File: config.mk
export PLATFORM = sky130hd
export DESIGN_NAME = transmitter
export DESIGN_NICKNAME = d
export VERILOG_FILES = /design/src/rtl/transmitter.sv
export SDC_FILE = /design/constraint.sdc
export NUM_CORES = 1
export LEC_CHECK = 0
export ABC_AREA = 0
export CORE_MARGIN = 1.5
export CORE_UTILIZATION = 40
export CTS_CLUSTER_SIZE = 16
export DETAILED_ROUTE_END_ITERATION = 8
export GPL_TIMING_DRIVEN = 0
export REMOVE_ABC_BUFFERS = 1
export SLEW_MARGIN = 25
export SYNTH_ARGS = -nofsm -noshare
export SYNTH_HDL_FRONTEND = slang
export SYNTH_SLANG_ARGS = --single-unit
File: constraint.sdc
create_clock -name clk -period 5.6 [get_ports clk]
set_input_delay 1.68 -clock clk [delete_from_list [all_inputs] [get_ports clk]]
set_output_delay 1.68 -clock clk [all_outputs]
set_load 0.01 [all_outputs]
File: src/rtl/transmitter.sv
// 8N1 serial transmitter with clock-enabled bit timing and a byte write buffer.
// Define TX_FIFO_EN for a FIFO_DEPTH-entry FIFO; otherwise a single-byte holding register is used.
module transmitter #(
   parameter int CLKS_PER_BIT = 1085,
   parameter int FIFO_DEPTH   = 4
) (
   input  logic       clk,
   input  logic       rst_n,
   input  logic       clken,
   input  logic       wr_en,
   input  logic [7:0] din,
   output logic       full,
   output logic       overflow,
   output logic       busy,
   output logic       tx
);

   typedef enum logic [1:0] {
      IDLE  = 2'd0,
      START = 2'd1,
      DATA  = 2'd2,
      STOP  = 2'd3
   } state_t;

`ifdef TX_FIFO_EN
   localparam int CAP = FIFO_DEPTH;
   localparam int AW  = $clog2(FIFO_DEPTH);
`else
   localparam int CAP = 1;
`endif
   localparam int          CW   = $clog2(CAP + 1);
   localparam logic [15:0] LAST = 16'(CLKS_PER_BIT - 1);

   state_t          state_r, state_n_s;
   logic [15:0]     cnt_r, cnt_n_s;
   logic [2:0]      idx_r, idx_n_s;
   logic [7:0]      shift_r, shift_n_s;
   logic            tx_r, tx_n_s;
   logic [CW-1:0]   count_r, count_n_s;
   logic            full_r, overflow_r, busy_r;
   logic            push_s, pop_s;
   logic [7:0]      head_s;

`ifdef TX_FIFO_EN
   logic [7:0]      mem_r [FIFO_DEPTH];
   logic [AW-1:0]   wptr_r, rptr_r;
   assign head_s = mem_r[rptr_r];
`else
   logic [7:0]      hold_r;
   assign head_s = hold_r;
`endif

   // A write while full is dropped even if the FSM pops on the same edge.
   assign push_s = wr_en & ~full_r;
   assign pop_s  = clken & (state_r == IDLE) & (count_r != {CW{1'b0}});

   // Buffer occupancy for the next edge
   always_comb begin
      count_n_s = count_r;
      case ({push_s, pop_s})
         2'b10:   count_n_s = count_r + CW'(1'b1);
         2'b01:   count_n_s = count_r - CW'(1'b1);
         default: count_n_s = count_r;
      endcase
   end

   // Serial FSM next-state and datapath
   always_comb begin
      state_n_s = state_r;
      cnt_n_s   = cnt_r;
      idx_n_s   = idx_r;
      shift_n_s = shift_r;
      tx_n_s    = tx_r;
      if (clken) begin
         case (state_r)
            IDLE: begin
               if (pop_s) begin
                  shift_n_s = head_s;
                  tx_n_s    = 1'b0;
                  cnt_n_s   = 16'd0;
                  idx_n_s   = 3'd0;
                  state_n_s = START;
               end else begin
                  state_n_s = IDLE;
               end
            end
            START: begin
               if (cnt_r == LAST) begin
                  cnt_n_s   = 16'd0;
                  tx_n_s    = shift_r[0];
                  state_n_s = DATA;
               end else begin
                  cnt_n_s = cnt_r + 16'd1;
               end
            end
            DATA: begin
               if (cnt_r == LAST) begin
                  cnt_n_s = 16'd0;
                  if (idx_r == 3'd7) begin
                     tx_n_s    = 1'b1;
                     state_n_s = STOP;
                  end else begin
                     // shift_r[0] always holds the bit currently on the line
                     idx_n_s   = idx_r + 3'd1;
                     shift_n_s = {1'b1, shift_r[7:1]};
                     tx_n_s    = shift_r[1];
                  end
               end else begin
                  cnt_n_s = cnt_r + 16'd1;
               end
            end
            STOP: begin
               if (cnt_r == LAST) begin
                  cnt_n_s   = 16'd0;
                  state_n_s = IDLE;
               end else begin
                  cnt_n_s = cnt_r + 16'd1;
               end
            end
            default: begin
               state_n_s = IDLE;
               tx_n_s    = 1'b1;
            end
         endcase
      end else begin
         state_n_s = state_r;
      end
   end

   // Serial FSM registers
   always_ff @(posedge clk or negedge rst_n) begin
      if (!rst_n) begin
         state_r <= IDLE;
         cnt_r   <= 16'd0;
         idx_r   <= 3'd0;
         shift_r <= 8'd0;
         tx_r    <= 1'b1;
      end else begin
         state_r <= state_n_s;
         cnt_r   <= cnt_n_s;
         idx_r   <= idx_n_s;
         shift_r <= shift_n_s;
         tx_r    <= tx_n_s;
      end
   end

   // Buffer bookkeeping and registered status flags
   always_ff @(posedge clk or negedge rst_n) begin
      if (!rst_n) begin
         count_r    <= {CW{1'b0}};
         full_r     <= 1'b0;
         overflow_r <= 1'b0;
         busy_r     <= 1'b0;
`ifdef TX_FIFO_EN
         wptr_r     <= {AW{1'b0}};
         rptr_r     <= {AW{1'b0}};
`endif
      end else begin
         count_r    <= count_n_s;
         full_r     <= (count_n_s == CW'(CAP));
         overflow_r <= overflow_r | (wr_en & full_r);
         busy_r     <= (state_n_s != IDLE) | (count_n_s != {CW{1'b0}});
`ifdef TX_FIFO_EN
         if (push_s) wptr_r <= wptr_r + AW'(1'b1);
         if (pop_s)  rptr_r <= rptr_r + AW'(1'b1);
`endif
      end
   end

`ifdef TX_FIFO_EN
   // FIFO storage; contents are meaningless while the occupancy says empty
   always_ff @(posedge clk) begin
      if (push_s) mem_r[wptr_r] <= din;
   end
`else
   // Holding register storage
   always_ff @(posedge clk) begin
      if (push_s) hold_r <= din;
   end
`endif

   assign tx       = tx_r;
   assign full     = full_r;
   assign overflow = overflow_r;
   assign busy     = busy_r;

endmodule

==> reports/qor.yml, run 1 <==
timing:
  finalSetupViolCount: 0
  tightestPinTransition_ns: 0.659
  slew_headroom_pct: 56.0
  hold_viol_final: 0
  fin_hold_ws_ns: 0.466
  finalCriticalPeriod_ns: 3.39
  rsz0062_at_grt: "no"
  finalMaxSlewViolations: 0
  period_share_pct: 60.6
  fmax_mhz: 295
  skew_ns: 0.00469
  fin_setup_tns_ns: 0
hold_path:
  hp-class: "reg2reg"
critical_path:
  cp_data_required_time_ns: 5.78
  reg2reg_setup_slack_ns: 3.16
  startpoint_type: "input pin"
  crit_type: "in2reg"
  worst_ep_arrival_time_ns: 3.57
  crit_path_end_kind: "flop"
  crit_fanout: 16
synthesis:
  yosysWarnings: 0
  yosysMostFrequentCell: "o21ai_0"
  ys.flop_type: "dfrtp_1"
  synth_top_area_share_pct: 37.6
  ys_seq_area_share_pct: 50.1
  synth_commonest_cells: "o21ai_0 (37), dfrtp_1 (32), nand2_1 (14), nor2_1 (14), ha_1 (10)"
  async_flop_share_pct: 80.5
  ys_top_cells_by_area: "dfrtp_1 (38%), edfxtp_1 (11%), o21ai_0 (8.7%)"
  ys_ff_latch: 41
  syn-instance-count: 211
  post_synth.cell_area_avg_um2: 10.1
  synth_edf_count: 8
  netlist_area_um2: 2130
  synthDistinctLibCells: 38
  yosysTopAreaCell: "dfrtp_1"
cells_and_area:
  final_cells: 298
  multiInputGateArea_um2: 988
  nFillCells: 498
  antenna_cells: 0
  syn_to_final_growth_pct: 15.2
  drive_gt1_share_pct: 7.46
  seqCellArea_um2: 1070
  fin_nets: 249
  finish.instance_area_um2: 2450
  postLayoutCoreUtil_pct: 48.1
placement:
  dpl-instance-area_um2: 2360
  io_buffers: 15
  gp_congestion: 0.821
  place_inst: 290
  dp_hpwl_um: 3050
grt:
  grt.overflow.total: 0
  antenna_found_initial: 0
  grt_pass1_wl_um: 7420
  grtUsageTotal_pct: 16.0
  grt_max_degree: 20
  grt_pass1_vias: 1530
run:
  cap_violations: 0
clock_tree:
  tritoncts: "yes"
  numCtsBuffers: 5
  cts_hold_buf: 0
  clock-root-buffer: "clkbuf_8"
  clock_sinks: 41
  cts.repair.resized: 0
  clk_path_buf_depth: 2
  htreeDepth: 2
  post-cts-setup-buffers: 0
  clock_latency_ns: 0.29
  clkTransAtPathRegs_ns: 0.08
power:
  combPwrFrac_pct: 28.3
  ir_drop_v: 0.000172
  pwr_density_cell_nw_per_um2: 335
  leakagePower_uw: 0.00101
  intPower_uw: 544
  power_frac_clock_pct: 23.3
  power_switching_share_pct: 33.9
  p_switching_uw: 278
  p_seq_share_pct: 48.4
die:
  fp.dieW_um: 76.0
  initial_utilization_pct: 41.7
  die_area_um2: 5770
  ios: 16
  core-area_um2: 5110
  die_y_um: 76.0
  num_rows: 26
drt:
  dr.pass1.iters: 4
  vias: 1650
  post_drt_wl_per_cell_um: 14.4
  ant_nets: 0
  viasPerCell: 5.54
  routed_wl_um: 4280
  drt_iter0_drc: 94
  remaining_drc_errors: 0
run_status:
  status: "completed"
## worst max-delay path, stage by stage
cell and delay, ns:
clkdlybuf4s50_1 0.71, o21ai_2 0.27, buf_8 0.23, or2_1 0.36, mux2_2 0.32
## cells in the final DEF, fill, tap and decap left out, drive strengths merged
master	instances
clkbuf	5
nor4	1
or2	1
edfxtp	8
a21boi	1
and4bb	1
nor4b	1
or4	1
o21a	1
a31oi	4
nor3	5
o21ai	38
a41oi	1
nor3b	1
dfstp	1
clkinv	1
or3	1
clkdlybuf4s50	14
nor2b	3
nand3	8
a22o	3
a21o	1
inv	10
nand4	7
mux2	1
and3	5
dfrtp	32
o31ai	7
a21oi	8
ha	10
mux2i	9
nand2	14
o211ai	1
buf	3
nor2	14
a41o	2
clkinvlp	1
nand2b	3
## sequential cells by signal, indices dropped and copies added (netlist names)
signal and flops:
shift_r 8, tx 1, full 1, head_s 8
idx_r 3, busy 1, overflow 1, cnt_r 16
state_r 2
## final timing paths
path	to	depth (start not counted)	from
max	idx_r[0]	5	clken
min reg2reg	overflow	1	overflow
max in group asynchronous	cnt_r[2]	2	rst_n
min in group asynchronous	state_r[1]	1	rst_n
max reg2reg	idx_r[0]	6	state_r[0]
min	overflow	1	overflow
## through the flow
stage / worst slack [ns] / total power (uW)
4_1_cts: 2.24 / 833
3_5_place_dp: 1.93 / 638
3_3_place_gp: 1.52 / 621
2_1_floorplan: 2.78 / 544
5_1_grt: 2.09 / 881
6_report: 2.21 / 822
## cell type report
cell class / count / share of cell area, %
inverters: 9 / 1.38
multi-input cells: 153 / 40.3
clock buffers: 5 / 2.80
repair buffers: 17 / 7.65
clock inverters: 3 / 0.866
flip-flops and latches: 41 / 43.5
well taps: 70 / 3.57
## cell families (layout without fill, tap and decap cells)
family,count (synthesis),in the layout,synth area share (%)
compound gates,67,67,18.4
simple gates,66,66,17.1
flops,41,41,50.1
buf+inv,17,34,3.70
fa+ha+maj,10,10,5.87
mux,10,10,4.76
## power by group through the flow
stage	sequential [uW]	combinational (uW)	clock (uW)
after floorplan	395	149	0
after global placement	401	220	0
after detailed placement	403	234	0
after CTS	398	235	200
after global routing	404	265	211
final	398	233	191
## routing by layer
metal	vias up	track usage, %	routed length, um
li1	806	-	-
met1	813	22.0	2010
met2	27	25.8	2110
met3	4	3.23	128
met4	0	4.44	35
met5	-	0	0
No activity file was read; power rests on OpenSTA's default activity.
==> run 2: changes to the inputs <==
==> constraint.sdc (replaced) <==
create_clock -name clk -period 3.2 [get_ports clk]
set_input_delay 0.96 -clock clk [delete_from_list [all_inputs] [get_ports clk]]
set_output_delay 0.96 -clock clk [all_outputs]
set_load 0.01 [all_outputs]
==> results of run 2 <==
The final DEF is identical to that of run 1. Status: completed.
Main changes from that run: setup slack after placement 1.93 ns -> 0.247 ns; setup slack after layout 2.21 ns -> 0.529 ns; register-to-register setup slack 3.16 ns -> 0.76 ns; total power 822 uW -> 1440 uW; worst IR drop on VDD 0.000172 V -> 0.000301 V
